--- config.mk ---
export PLATFORM = sky130hd
export DESIGN_NAME = sqr_param_extract
export DESIGN_NICKNAME = d
export VERILOG_FILES = /design/src/rtl/sqr_param_extract.sv
export SDC_FILE = /design/constraint.sdc
export NUM_CORES = 1
export LEC_CHECK = 0
export BUFFER_PORTS_ARGS = -buffer_cell sky130_fd_sc_hd__buf_2
export CAP_MARGIN = 20
export CORE_ASPECT_RATIO = 0.7
export CORE_UTILIZATION = 52
export CTS_BUF_LIST = sky130_fd_sc_hd__clkbuf_4
export CTS_CLUSTER_SIZE = 40
export DETAILED_ROUTE_END_ITERATION = 10
export GPL_ROUTABILITY_DRIVEN = 0
export MAX_ROUTING_LAYER = met4
export PLACE_DENSITY_LB_ADDON = 0.08
export SLEW_MARGIN = 25
export SYNTH_ARGS = -nofsm -noshare
export SYNTH_HDL_FRONTEND = slang
export SYNTH_SLANG_ARGS = --single-unit
--- constraint.sdc ---
create_clock -name clk -period 4.2 [get_ports clk]
set_input_delay 0.42 -clock clk [delete_from_list [all_inputs] [get_ports clk]]
set_output_delay 0.42 -clock clk [all_outputs]
set_load 0.03 [all_outputs]
--- src/rtl/sqr_param_extract.sv ---
// -----------------------------------------------------------------------------
// sqr_param_extract
//   Inverse of the square-wave table generator. Captures a 512-sample frame,
//   averages each 256-sample half, and recovers the high-level amplitude, the
//   polarity (which half holds the high level) and a symmetry error against
//   the ideal relationship low = 256 - high.
//
// Ports
//   clk        in   single clock, rising edge
//   rst_n      in   asynchronous active-low reset
//   start      in   one-cycle pulse, arms (or restarts) a frame capture
//   din_valid  in   qualifies din during capture
//   din        in   unsigned sample, DATA_WIDTH bits
//   busy       out  high while capturing or calculating
//   done       out  one-cycle pulse, results valid from this cycle on
//   amplitude  out  recovered high-level amplitude
//   sel_signal out  0 = high level in first half, 1 = high level in second half
//   sym_err    out  |m0 + m1 - 256|, DATA_WIDTH+1 bits
//   mismatch   out  sym_err > SYM_TOL
// -----------------------------------------------------------------------------
module sqr_param_extract #(
    parameter int DATA_WIDTH = 8,
    parameter int SYM_TOL    = 4
) (
    input  logic                  clk,
    input  logic                  rst_n,
    input  logic                  start,
    input  logic                  din_valid,
    input  logic [DATA_WIDTH-1:0] din,
    output logic                  busy,
    output logic                  done,
    output logic [DATA_WIDTH-1:0] amplitude,
    output logic                  sel_signal,
    output logic [DATA_WIDTH:0]   sym_err,
    output logic                  mismatch
);

    // 256 samples per half: the mean is simply the upper bits of the sum.
    localparam int SUM_W = DATA_WIDTH + 8;
    localparam logic [DATA_WIDTH:0] MID = {1'b1, {DATA_WIDTH{1'b0}}};
    localparam logic [DATA_WIDTH:0] TOL = (DATA_WIDTH + 1)'(SYM_TOL);

    typedef enum logic [1:0] {
        S_IDLE    = 2'd0,
        S_CAPTURE = 2'd1,
        S_CALC    = 2'd2,
        S_DONE    = 2'd3
    } state_t;

    state_t                state_q,     state_d;
    logic [8:0]            idx_q,       idx_d;
    logic [SUM_W-1:0]      sum0_q,      sum0_d;
    logic [SUM_W-1:0]      sum1_q,      sum1_d;
    logic [DATA_WIDTH-1:0] amplitude_q, amplitude_d;
    logic                  sel_q,       sel_d;
    logic [DATA_WIDTH:0]   sym_err_q,   sym_err_d;
    logic                  mismatch_q,  mismatch_d;
    logic                  busy_q,      busy_d;
    logic                  done_q,      done_d;

    logic [DATA_WIDTH-1:0] m0_s;
    logic [DATA_WIDTH-1:0] m1_s;
    logic [DATA_WIDTH:0]   msum_s;
    logic [DATA_WIDTH:0]   err_s;

    // Half-frame means and symmetry error, evaluated from the settled sums.
    always_comb begin
        m0_s   = sum0_q[SUM_W-1:8];
        m1_s   = sum1_q[SUM_W-1:8];
        // Widened by one bit so 255 + 255 = 510 is not truncated.
        msum_s = {1'b0, m0_s} + {1'b0, m1_s};
        if (msum_s >= MID) begin
            err_s = msum_s - MID;
        end else begin
            err_s = MID - msum_s;
        end
    end

    // Next-state, datapath and registered-output computation.
    always_comb begin
        state_d     = state_q;
        idx_d       = idx_q;
        sum0_d      = sum0_q;
        sum1_d      = sum1_q;
        amplitude_d = amplitude_q;
        sel_d       = sel_q;
        sym_err_d   = sym_err_q;
        mismatch_d  = mismatch_q;

        case (state_q)
            S_IDLE: begin
                // A sample presented together with start is not accepted.
                if (start) begin
                    state_d = S_CAPTURE;
                    idx_d   = 9'd0;
                    sum0_d  = '0;
                    sum1_d  = '0;
                end else begin
                    state_d = S_IDLE;
                end
            end
            S_CAPTURE: begin
                if (start) begin
                    // Restart wins over any sample in the same cycle.
                    idx_d  = 9'd0;
                    sum0_d = '0;
                    sum1_d = '0;
                end else if (din_valid) begin
                    if (idx_q[8] == 1'b0) begin
                        sum0_d = sum0_q + SUM_W'(din);
                    end else begin
                        sum1_d = sum1_q + SUM_W'(din);
                    end
                    idx_d = idx_q + 9'd1;
                    if (idx_q == 9'd511) begin
                        state_d = S_CALC;
                    end else begin
                        state_d = S_CAPTURE;
                    end
                end else begin
                    state_d = S_CAPTURE;
                end
            end
            S_CALC: begin
                state_d = S_DONE;
                // Tie resolves to first-half polarity.
                if (m1_s > m0_s) begin
                    sel_d       = 1'b1;
                    amplitude_d = m1_s;
                end else begin
                    sel_d       = 1'b0;
                    amplitude_d = m0_s;
                end
                sym_err_d  = err_s;
                mismatch_d = (err_s > TOL);
            end
            S_DONE: begin
                state_d = S_IDLE;
            end
            default: begin
                state_d = S_IDLE;
            end
        endcase

        // Status outputs registered so they line up with the state they describe.
        busy_d = (state_d == S_CAPTURE) || (state_d == S_CALC);
        done_d = (state_d == S_DONE);
    end

    // State and output registers.
    always_ff @(posedge clk or negedge rst_n) begin
        if (!rst_n) begin
            state_q     <= S_IDLE;
            idx_q       <= 9'd0;
            sum0_q      <= '0;
            sum1_q      <= '0;
            amplitude_q <= '0;
            sel_q       <= 1'b0;
            sym_err_q   <= '0;
            mismatch_q  <= 1'b0;
            busy_q      <= 1'b0;
            done_q      <= 1'b0;
        end else begin
            state_q     <= state_d;
            idx_q       <= idx_d;
            sum0_q      <= sum0_d;
            sum1_q      <= sum1_d;
            amplitude_q <= amplitude_d;
            sel_q       <= sel_d;
            sym_err_q   <= sym_err_d;
            mismatch_q  <= mismatch_d;
            busy_q      <= busy_d;
            done_q      <= done_d;
        end
    end

    assign busy       = busy_q;
    assign done       = done_q;
    assign amplitude  = amplitude_q;
    assign sel_signal = sel_q;
    assign sym_err    = sym_err_q;
    assign mismatch   = mismatch_q;

endmodule

==> summary.txt <==
STA
  • Final Hold Fails: 0
  • Slew at the pin with the worst max-slew slack: about 1100 ps
  • Max-slew violation count: 0
  • Post-route clock period utilization: between 60% and 70%
  • Setup repair after global routing missed its margin: false
  • Worst clock skew: between 10 and 15 ps
  • Final-report setup violation count: 0
  • Worst slew slack as a fraction of its limit: between 20% and 30%
  • Total negative slack for setup checks: 0 ps
  • Final critical path time including I/O delays and setup: ~2900 ps
  • Maximum clock rate: 344 MHz

Synthesis
  • Synthesized netlist cell count: a little under 500
  • Synth Warn #: 0
  • Main combinational cell family by area after synthesis: compound AO/OA/AOI/OAI gates
  • Number of flops mapped to enable cells by yosys: 0
  • Count of cell types in the netlist: 59
  • Compound-gate portion of the synthesized area: between 20 and 25%
  • Async SR Flop Fraction: 100%
  • Top cells by area, synth: sky130_fd_sc_hd__dfrtp_1 (37%), sky130_fd_sc_hd__ha_1 (11%), sky130_fd_sc_hd__o21ai_0 (4.7%)
  • Fraction of synthesized cell area taken by the top area cell type: a little under two fifths
  • Primary FF master, synth: sky130_fd_sc_hd__dfrtp_1
  • Seq/Total Area, Yosys: 36.8%
  • Post-synthesis share of cell area spent on xor and xnor gates: slightly above 7%
  • Post-Synthesis Mean Instance Area: 9.02 sq um
  • Top cell type by total area after synthesis: sky130_fd_sc_hd__dfrtp_1
  • Synth Area in Adders: around an eighth
  • Synth Register Bits: 64
  • Syn_nets: around 530
  • Proportion of synthesized area in mux cells: 0.460%
  • Share of synthesized cell area in and, or, nand and nor gates: 18.7%
  • Synthesized cell area: about 4300 sq um

Die
  • Chip Width: 111 um
  • Area of the core region: 7970 sq um
  • Floorplan die area: a little under 9000 sq um
  • Row count: 27
  • Die Ht: 78.5 um
  • I/O Pins: 33
  • Starting density of the core: 54.5%

Setup path
  • Crit path largest cell delay: 500 ps
  • Required time at the worst-slack endpoint: about 4500 ps
  • Critical path class: register to register
  • Cells along the critical path: inv_1, ha_1, nor2b_1, a211oi_2, o22a_1, nor2_1, a211o_1, a211oi_1, a41oi_2
  • CP bufs+invs: 1
  • Capturing element type of the critical path: register
  • Category of cells accounting for the largest share of critical-path delay: compound AO/OA/AOI/OAI gates
  • Maximum fanout count along the critical path: 12
  • Depth of the most critical reg-to-reg path: 9
  • Arrival time at the worst endpoint: 3190 ps
  • Slowest-stage cell, CP: sky130_fd_sc_hd__dfrtp_1
  • Worst r2r src: sum0_q[11]
  • Worst reg2reg endpoint: mismatch
  • FF-to-FF setup slack: 1290 ps
  • Critical path startpoint category: register

Power
  • Leakage: about 2.2 nW
  • Sum of internal, switching and leakage power: about 1.3 mW
  • VDD IR-drop max: about 0.21 mV
  • Areal power density over the cells: approximately 270 nW/um^2

Placed design
  • Half-perimeter wire length after detailed placement: 7.96 mm
  • Port buffer count: 32

CTS
  • Clock Tree Root: sky130_fd_sc_hd__clkbuf_4
  • H-tree level count: 3
  • Worst-skew pair later-pin latency: 420 ps
  • CTS sink count: 64
  • Bufs on Longest Clock Path: 2
  • Inserted Clock Buffers: 9
  • CTS tree: yes
  • Clock input transition at the sequential cells of the worst setup and hold paths: about 120 ps

Detailed routing
  • DR DRC count: 10
  • Number of DRC markers in iteration 0: 428
  • First drt pass iteration count: 8
  • Post-detailed-route count of antenna-violating nets: 0
  • Total wire length after detailed routing: 10.6 mm
  • Average vias per placed instance: 6.02
  • Via total after detailed routing: roughly 3,700
  • Wire length per cell after detailed routing: approximately 17 um

Cells and area
  • Synthesis-to-finish area growth: 8.86%
  • Number of nets at the end of the flow: between 500 and 600
  • Fraction of layout cells with a size suffix above 1: between 10% and 20%
  • Number of fill cells in the layout: 714
  • Number of antenna diodes: 0

GRT
  • Initial antenna violation count: 0
  • Global-route wire length before repair: 17.9 mm
  • Largest net degree at the start of global routing: 37
  • Overall routing resource usage: 27.4%
  • Grt ovf: 0
  • Via count of the first global-routing pass: ~3,500

Min path
  • Worst hold start: din_valid
  • Worst Hold Depth: 3
  • Worst hold path class: input port to register
  • End point of the most critical hold path: idx_q[0]

Run status
  • Violated checks: design-rule violations
  • Run status: finished with violations

Flow run
  • Max-Cap Viols: 0
==> metal layers <==
layer | share of wire, % | global-route usage [%] | vias to the layer above | routed length [um]
met4 | 0.86 | 7.16 | 0 | 92
met2 | 41 | 37.8 | 117 | 4320
met1 | 53 | 40.4 | 1789 | 5610
met5 | 0 | - | - | 0
met3 | 5.8 | 5.56 | 12 | 616
li1 | - | - | 1818 | -
==> flip-flops by register name (all words and copies together) (netlist names) <==
register / flops
sum0_q: 16
done: 1
sym_err: 9
sel_signal: 1
state_q: 2
amplitude: 8
sum1_q: 16
idx_q: 9
busy: 1
mismatch: 1
==> synthesized netlist by cell type, types with 2 or more instances <==
cell type	count
sky130_fd_sc_hd__o31ai_1	5
sky130_fd_sc_hd__a211o_1	2
sky130_fd_sc_hd__or3_1	2
sky130_fd_sc_hd__ha_1	37
sky130_fd_sc_hd__o211ai_1	3
sky130_fd_sc_hd__a2111oi_0	2
sky130_fd_sc_hd__o211ai_2	2
sky130_fd_sc_hd__a211oi_1	3
sky130_fd_sc_hd__o21ai_0	41
sky130_fd_sc_hd__o21ai_1	4
sky130_fd_sc_hd__xor2_1	14
sky130_fd_sc_hd__nand2_1	39
sky130_fd_sc_hd__clkbuf_1	13
sky130_fd_sc_hd__dfrtp_1	64
sky130_fd_sc_hd__nor3b_1	5
sky130_fd_sc_hd__buf_2	2
sky130_fd_sc_hd__nor2_1	49
sky130_fd_sc_hd__nand3_1	20
sky130_fd_sc_hd__a22o_1	10
sky130_fd_sc_hd__nor3_1	4
sky130_fd_sc_hd__nor2b_1	7
sky130_fd_sc_hd__a31oi_1	12
sky130_fd_sc_hd__o21a_1	5
sky130_fd_sc_hd__xnor2_1	21
sky130_fd_sc_hd__nand4_1	10
sky130_fd_sc_hd__and3_1	12
sky130_fd_sc_hd__mux2i_1	2
sky130_fd_sc_hd__or2_2	2
sky130_fd_sc_hd__nand2b_1	4
sky130_fd_sc_hd__fa_1	3
sky130_fd_sc_hd__a32o_1	2
sky130_fd_sc_hd__a21o_1	8
sky130_fd_sc_hd__a21oi_1	25
sky130_fd_sc_hd__o21bai_1	5
sky130_fd_sc_hd__inv_1	19
==> cells by family after synthesis <==
family,Yosys count
AND/OR/NAND/NOR,165
XOR/XNOR,35
AO/OA/AOI/OAI,141
adder cells (fa/ha/maj),40
multiplexers,2
buffers and inverters,35
flip-flops,64
==> through the flow <==
| step | hold slack (ps) | worst slack (ps) | util, % | std cells | cell area, sq um |
|---|---|---|---|---|---|
| floorplan | 124 | 1740 | - | 482 | 4350 |
| global placement | 453 | 1420 | 57.8 | 604 | 4610 |
| detailed placement | 458 | 1350 | 57.8 | 604 | 4610 |
| CTS | 308 | 1340 | 59.4 | 621 | 4730 |
| global route | 319 | 1130 | 59.4 | 621 | 4730 |
| finish | 342 | 1290 | 59.4 | 621 | 4730 |
==> worst max path at each step <==
| stage | endpoint | cells after the start | from | slack [ps] |
|---|---|---|---|---|
| floorplan | mismatch | 9 | sum0_q[8] | 1740 |
| global placement | mismatch | 9 | sum0_q[10] | 1420 |
| detailed placement | mismatch | 9 | sum0_q[10] | 1350 |
| CTS | mismatch | 9 | sum0_q[11] | 1340 |
| global route | amplitude[1] | 9 | sum0_q[9] | 1130 |
| finish | mismatch | 9 | sum0_q[11] | 1290 |
==> layout make-up <==
cell class,count,area [sq um],area share [%]
clock inverters,7,47.5,1.00
clock buffers,9,67.6,1.43
multi-input cells,383,2610,55.2
well taps,101,126,2.67
inverters,19,71.3,1.51
repair buffers,38,208,4.39
flip-flops and latches,64,1600,33.8
==> power by group <==
part / switching, mW / total, mW / internal [mW]
combinational: 0.160 / 0.265 / 0.104
clock: 0.242 / 0.362 / 0.120
sequential: 0.0137 / 0.646 / 0.632
total: 0.416 / 1.27 / 0.856
==> what timing repair did <==
item,CTS,global route
hold buffers,1,0
hold endpoints to repair,20,0
resized for setup,0,0
setup buffers,0,0
==> tightest hold or removal path, stage by stage <==
cell                      delay [ps]
sky130_fd_sc_hd__buf_2           130
sky130_fd_sc_hd__nand2_1         100
sky130_fd_sc_hd__o21ai_0          80
==> placed cells by master (no fill, tap or decap), drive strengths merged, types with 4 or more instances in the layout <==
| cell | count |
|---|---|
| a22o | 10 |
| a31oi | 12 |
| xor2 | 14 |
| dfrtp | 64 |
| o21bai | 5 |
| o31ai | 5 |
| o211ai | 5 |
| and3 | 12 |
| a211oi | 4 |
| a21o | 8 |
| xnor2 | 21 |
| buf | 37 |
| nor2 | 49 |
| nand2b | 5 |
| nand3 | 20 |
| ha | 37 |
| a21oi | 25 |
| nand4 | 10 |
| clkinvlp | 4 |
| o21a | 5 |
| nor3b | 5 |
| nor3 | 4 |
| nand2 | 39 |
| inv | 20 |
| nor2b | 7 |
| clkbuf | 9 |
| o21ai | 45 |
Note: power is estimated with default switching activity, not from simulation.
